## config.mk

```make
export PLATFORM = sky130hd
export DESIGN_NAME = nvc293_ctrl
export DESIGN_NICKNAME = d
export VERILOG_FILES = /design/src/rtl/nvc293_pkg.sv /design/src/rtl/nvc293_ctrl_chan.sv /design/src/rtl/nvc293_ctrl.sv
export SDC_FILE = /design/constraint.sdc
export NUM_CORES = 1
export LEC_CHECK = 0
export CAP_MARGIN = 20
export CELL_PAD_IN_SITES_DETAIL_PLACEMENT = 1
export CELL_PAD_IN_SITES_GLOBAL_PLACEMENT = 1
export CORE_MARGIN = 2
export CORE_UTILIZATION = 43
export DETAILED_ROUTE_END_ITERATION = 10
export PLACE_DENSITY_LB_ADDON = 0.1
export SLEW_MARGIN = 20
export SYNTH_ARGS = -nofsm -noshare
export SYNTH_HDL_FRONTEND = slang
export SYNTH_SLANG_ARGS = --single-unit
```

## constraint.sdc

```tcl
create_clock -name clk -period 1.6 [get_ports clk]
set_input_delay 0.32 -clock clk [delete_from_list [all_inputs] [get_ports clk]]
set_output_delay 0.32 -clock clk [all_outputs]
set_load 0.005 [all_outputs]
```

## src/rtl/nvc293_pkg.sv

```systemverilog
// ============================================================================
// Module   : nvc293_pkg
// Brief    : Shared types and constants for the NVC293 delay-line sequencer.
// Revision : 1.0  initial release
// ============================================================================
`default_nettype none

package nvc293_pkg;

   typedef struct packed {
      logic       delay;
      logic [1:0] sel;
   } dly_cfg_t;

   localparam logic [1:0] SEL_MAX     = 2'd3;
   localparam dly_cfg_t   DLY_CFG_RST = '0;

endpackage : nvc293_pkg

`default_nettype wire

```

## src/rtl/nvc293_ctrl_chan.sv

```systemverilog
// ============================================================================
// Module   : nvc293_ctrl_chan
// Brief    : One delay-line channel: staged setting, live setting, pending
//            flag and optional sel ramp (enabled by DLYCTL_RAMP_EN).
// Revision : 1.0  initial release
// ============================================================================
`default_nettype none

module nvc293_ctrl_chan
   import nvc293_pkg::*;
(
   input  logic     clk,
   input  logic     nRESET,
   input  logic     wr_en,
   input  dly_cfg_t wr_data,
   input  logic     commit,
   output dly_cfg_t stage,
   output dly_cfg_t live,
   output logic     pending
);

   dly_cfg_t   r_stage;
   dly_cfg_t   r_live;
   logic       r_pending;
   logic [1:0] w_next_sel;
   logic       w_do_commit;

   assign w_do_commit = commit & r_pending;

`ifdef DLYCTL_RAMP_EN
   // Step one tap per commit so the video path never sees a large jump.
   always_comb begin
      w_next_sel = r_live.sel;
      if ((r_live.sel != SEL_MAX) && (r_live.sel < r_stage.sel)) begin
         w_next_sel = r_live.sel + 2'd1;
      end else if (r_live.sel > r_stage.sel) begin
         w_next_sel = r_live.sel - 2'd1;
      end
   end
`else
   assign w_next_sel = r_stage.sel;
`endif

   // Commit reads the pre-edge stage, so a same-cycle write stays pending.
   always_ff @(posedge clk or negedge nRESET) begin
      if (!nRESET) begin
         r_stage   <= DLY_CFG_RST;
         r_live    <= DLY_CFG_RST;
         r_pending <= 1'b0;
      end else begin
         if (w_do_commit) begin
            r_live.delay <= r_stage.delay;
            r_live.sel   <= w_next_sel;
         end
         if (wr_en) begin
            r_stage   <= wr_data;
            r_pending <= 1'b1;
         end else if (w_do_commit && (w_next_sel == r_stage.sel)) begin
            r_pending <= 1'b0;
         end
      end
   end

   assign stage   = r_stage;
   assign live    = r_live;
   assign pending = r_pending;

endmodule : nvc293_ctrl_chan

`default_nettype wire

```

## src/rtl/nvc293_ctrl.sv

```systemverilog
// ============================================================================
// Module   : nvc293_ctrl
// Brief    : Line-synchronous configuration sequencer for NCH NVC293 delay
//            lines. Optional sel ramp selected by macro DLYCTL_RAMP_EN.
// Revision : 1.0  initial release
// ============================================================================
`default_nettype none

module nvc293_ctrl
   import nvc293_pkg::*;
#(
   parameter int NCH = 4,
   parameter int AW  = 2
)(
   input  logic             clk,
   input  logic             nRESET,
   input  logic             cpu_we,
   input  logic [AW-1:0]    cpu_addr,
   input  logic [2:0]       cpu_din,
   output logic [2:0]       cpu_dout,
   input  logic             line_strobe,
   input  logic             commit_en,
   output logic [NCH-1:0]   pending,
   output logic [2*NCH-1:0] sel_out,
   output logic [NCH-1:0]   delay_out
);

   dly_cfg_t       w_stage [NCH];
   dly_cfg_t       w_live  [NCH];
   logic [NCH-1:0] w_wr_en;
   logic           w_commit;
   dly_cfg_t       w_rd;
   logic [2:0]     r_cpu_dout;

   assign w_commit = line_strobe & commit_en;

   generate
      for (genvar i = 0; i < NCH; i++) begin : g_chan
         assign w_wr_en[i] = cpu_we && (cpu_addr == AW'(i));

         nvc293_ctrl_chan u_chan (
            .clk     (clk),
            .nRESET  (nRESET),
            .wr_en   (w_wr_en[i]),
            .wr_data (dly_cfg_t'(cpu_din)),
            .commit  (w_commit),
            .stage   (w_stage[i]),
            .live    (w_live[i]),
            .pending (pending[i])
         );

         assign sel_out[2*i +: 2] = w_live[i].sel;
         assign delay_out[i]      = w_live[i].delay;
      end
   endgenerate

   // Addresses with no channel fall through to zero.
   always_comb begin
      w_rd = DLY_CFG_RST;
      for (int i = 0; i < NCH; i++) begin
         if (cpu_addr == AW'(i)) begin
            w_rd = w_stage[i];
         end
      end
   end

   always_ff @(posedge clk or negedge nRESET) begin
      if (!nRESET) begin
         r_cpu_dout <= 3'b000;
      end else begin
         r_cpu_dout <= w_rd;
      end
   end

   assign cpu_dout = r_cpu_dout;

endmodule : nvc293_ctrl

`default_nettype wire

```

* Yosys cells after proc, flatten, opt, wreduce, memory -nomap -nowiden
Index checks and enable logic that the tools add are counted.
** Operators by class
- Muxes and demuxes :: 12
- Bitwise gates (word level) :: 5
- Reductions and logical operators :: 9
- Equality and inequality tests :: 3
** Operators by type and width (count)
- $mux 3 :: 4
- $mux 1 :: 8
- $reduce_bool 2->1 :: 4
- $and 1x1->1 :: 5
- $eq 2x2->1 const B :: 2
- $logic_and 1x1->1 :: 4
- $eq 2x1->1 const B :: 1
- $logic_not 2->1 :: 1
** Storage, ports and cells
- Output and inout port bits :: 19
- Bits of input ports :: 10
- Flip-flop bits (word level) :: 31
- Word-level logic and storage cells :: 50

* Depth between registers and ports, before layout
- Depth after elaboration :: 5
- Mapped depth :: 3
- Gate-level depth less buffers :: 2

* Cells and area by module
A second synthesis with hierarchy kept.
** Unflattened totals
- Cells, all modules :: 76
- Area total of the unflattened synthesis :: 1280.0 um2
** By module, submodules not included
- nvc293_ctrl_chan :: sequential area each 175.2 um2, instances 4, area an instance 271.5 um2, cells an instance 16
- nvc293_ctrl :: sequential area each 75.1 um2, instances 1, area an instance 193.9 um2, cells an instance 12

* Worst setup path after synthesis
Ideal clock, no wire load.
- Path type :: in2reg
- From :: in cpu_addr[1]
- To :: reg g_chan[0].u_chan.r_stage, in the netlist g_chan[0].u_chan.stage[2]
- Data required time :: 1.475 ns
- Stages on the path :: 3
- Setup slack :: 0.455 ns
- Buffers on the path :: 1
- Data arrival time :: 1.020 ns
- Library setup time :: 0.125 ns
- Path through :: buf_6 nor3b_4 mux2_2
** On the way
- Longest elaborated chain between the ends :: 2
** Ends and longest elaborated chain
- start: declaration :: line nvc293_ctrl.sv:18 : input logic [AW-1:0] cpu_addr,
- $logic_not 2->1 :: line nvc293_ctrl.sv:39 : assign w_wr_en[i] = cpu_we && (cpu_addr == AW'(i));
- $logic_and 1x1->1 :: line nvc293_ctrl.sv:39
- end signal: assignment :: line nvc293_ctrl_chan.sv:56 : r_stage <= wr_data;
- end: declaration :: line nvc293_ctrl_chan.sv:22 : dly_cfg_t r_stage;
Every way passes these cells.
A chain may end at the register's enable or synchronous reset.

* Worst setup path in the final report
- From :: reg g_chan[2].u_chan.r_pending
- To :: out pending[2]
** RTL lines
- start: declaration :: line nvc293_ctrl_chan.sv:24 : logic r_pending;
- start signal: assignment :: line nvc293_ctrl_chan.sv:49 : r_pending <= 1'b0;
- start signal: assignment :: line nvc293_ctrl_chan.sv:57 : r_pending <= 1'b1;
- start signal: assignment :: line nvc293_ctrl_chan.sv:59 : r_pending <= 1'b0;
- end: declaration :: line nvc293_ctrl.sv:23 : output logic [NCH-1:0] pending,
No word-level cell between the ends.

==> summary.md <==
| Metric | Value |
|---|---|
| Outcome | complete, but fails checks |
| Failing checks | design-rule violations |
| CP cell instances | clkdlybuf4s50_1 |
| Worst min path class | input port to async pin |
| FILL cells | 278 |
| Hold WS | 0.380 ns |
| PD cells | 1320 mW/mm2 |
| Clock transition at the registers of the reported paths | 0.09 ns |
| First-pass GRT wire length | 4.42 mm |
| Setup WS post-layout | 0.0709 ns |
| Chip width | 58.8 um |
| Largest cells by area after synthesis | dfrtp_1 60%, mux2_2 21%, mux4_1 6.1% |
| Cell count after synthesis | 77 |
| Commonest cells in the synthesized netlist | 31 x dfrtp_1, 24 x mux2_2, 5 x nand3_1 |
| Remaining antenna violation count | 0 |
| Most frequent cell after synthesis | dfrtp_1 |
| Synth unique cells | 12 |
| Synth Cell Area | 0.00129 mm2 |
| Placement Setup Slack | -0.145 ns |
| CTS tree | built |
| Setup violators final | 0 |
| Synth area leader | dfrtp_1 |
| Tightest Pin Transition | 0.382 ns |
| Die height | 58.8 um |
| Required time of the critical path | 1.28 ns |
| Fmax achieved | 0.654 GHz |
| Tcrit/Tclk final | 95.6% |
| GPL Wtd Cong | 0.752 |
| Clk_lat worst skew | 0.32 ns |
| Total Routing Usage GR | 18.9% |
| Largest net degree at the start of global routing | 32 |
| CTS Hold Bufs | 0 |
| Layout cells sized above 1 | 36.6% |
| GR Overflow Total | 0 |
| Critical Path AT | 1.21 ns |
| Starting Density | 46.0% |
| Unrepaired setup endpoints after global routing | no |
| Tmin final | 1.53 ns |
| Clock Skew | 0.00501 ns |
| Primary FF master, synth | dfrtp_1 |
| Max incr delay on CP | 0.51 ns |
| DR WL/cell | 19.2 um |
| Initial drt markers | 32 |
| Crit. End Element | primary output |
| Worst R2R Start | g_chan[0].u_chan.pending$_DFFE_PN0P_ |
| TritonCTS buffer count | 5 |
| Root buf cell | clkbuf_4 |
| Multi-input combinational cell area | 462 um2 |
| Slew margin rel. | 74.5% |
| Asr flop ratio synth | 100% |
| Final hold vios | 0 |
| Hpwl dp | 2.05 mm |
| FF+latch area | 776 um2 |
| Post-synth EDFFs | 0 |
| Post-Syn Area per Cell | 16.8 um2 |
| Initial antenna violation count | 0 |
| Row count | 19 |
| DR vias/cell | 5.52 |
| Crit Path Class | flop to primary output |
| Yosys warns | 0 |
| Max Cap Viol | 0 |
| Max clock buf depth | 2 |
| CTS H-tree depth | 2 |
| CP max-delay cell | clkdlybuf4s50_1 |
| Vias in the first global route | 875 |
| Worst vdd ir | 0.000735 V |
| I/O pin total | 29 |
| Critical Path Source | g_chan[2].u_chan.pending$_DFFE_PN0P_ |
| CP Launch Type | flop |
| Die ar. | 0.00345 mm2 |
| Drc violations | 2 |
| Delay-heaviest family, CP | buffers and inverters |
| Synth Net Count | 87 |
| CP Max Fanout | 3 |
| Max Slew Vio Count | 0 |
| Core Area | 0.00281 mm2 |
| Routed wire length | 2.75 mm |
| Synth Register Bits | 31 |
| Drt pass-1 iters | 7 |
| NumNets Final | 123 |
| Seq/Total Area, Yosys | 60.1% |
| DR vias | 790 |
| P&R area growth vs syn | 27.9% |
| Port bufs | 28 |
| Number of antenna diodes | 0 |
| Leak | 0.729 nW |
| CTS Sinks | 31 |
| Share of the synthesized area in the top cell type | 60.1% |
| CP Buf/Inv Count | 1 |
| Cts repair resizes | 0 |
state kept, by name (all words and copies together), names as in the netlist:
| register | count |
|---|---|
| g_chan.u_chan.stage | 4 |
| g_chan.u_chan.pending | 4 |
| g_chan.u_chan.live | 12 |
| g_chan.u_chan.w_next_sel | 8 |
| cpu_dout | 3 |
area by class of cell:
class                   instances  area share [%]
clock buffers                   6            2.50
flip-flops and latches         31            47.0
repair buffers                 35            20.2
multi-input cells              40            28.0
well taps                      31            2.35
cell families (layout without fill, tap and decap cells):
| group | Yosys count | after routing | share of synthesized area [%] |
|---|---|---|---|
| AOI/OAI and AO/OA | 4 | 4 | 2.91 |
| and+or+nand+nor | 9 | 9 | 5.82 |
| buffers and inverters | 6 | 41 | 4.07 |
| DFF | 31 | 31 | 60.1 |
| muxes | 27 | 27 | 27.1 |
cell usage in the layout, fill, tap and decap left out:
cell type,count
a21bo_2,3
a21o_1,1
buf_4,7
clkbuf_1,1
clkbuf_4,5
clkdlybuf4s50_1,28
dfrtp_1,31
mux2_2,24
mux4_1,3
nand2_1,1
nand3_1,5
nand3b_1,1
nand3b_4,1
nor3b_4,1
worst paths after layout:
kind,endpoint,slack (ns),depth (start not counted)
worst min register to register,g_chan[3].u_chan.live[1]$_DFFE_PN0P_,0.51,1
worst max register to register,g_chan[0].u_chan.live[0]$_DFFE_PN0P_,0.41,3
min in group clk,g_chan[3].u_chan.live[1]$_DFFE_PN0P_,0.51,1
worst max-delay path,pending[2],0.07,1
worst min-delay path,g_chan[2].u_chan.pending$_DFFE_PN0P_,0.38,2
max in group asynchronous,g_chan[0].u_chan.live[2]$_DFFE_PN0P_,0.94,2
power by group:
| part | switching [mW] | internal [mW] |
|---|---|---|
| Sequential | 0.128 | 0.998 |
| Combinational | 0.186 | 0.472 |
| Clock | 0.239 | 0.156 |
| Total | 0.553 | 1.63 |
worst reg2reg max path: stages, from the launching register on:
cell     delay (ns)
dfrtp_1        0.40
buf_4          0.14
nand3_1        0.18
mux2_2         0.36
per-stage QoR:
| stage | TNS [ns] | area (um2) | power [mW] | cells | utilization [%] |
|---|---|---|---|---|---|
| 2_1_floorplan | 0 | 1290 | 1.37 | 77 | - |
| 3_3_place_gp | -0.747 | 1590 | 1.76 | 135 | 56.8 |
| 3_5_place_dp | -1.53 | 1590 | 1.80 | 135 | 56.8 |
| 4_1_cts | 0 | 1640 | 2.21 | 141 | 58.3 |
| 5_1_grt | 0 | 1650 | 2.32 | 143 | 58.8 |
| 6_report | 0 | 1650 | 2.18 | 143 | 58.8 |
per-layer routing:
metal  GRT usage, %  vias to the layer above  wire length [um]  share of wire, %
met5              0                        -                 0                 0
met4           7.79                        0                50               1.8
met3           7.47                        6               165               6.0
met2           31.9                       27              1390                50
met1           21.3                      408              1150                42
li1               -                      349                 -                 -
repair_timing:
item / CTS / global route
setup buffers: 0 / 2
endpoints found under the hold margin: 0 / 0
endpoints found under the setup margin: 0 / 1
No activity file was read; power rests on OpenSTA's default activity.
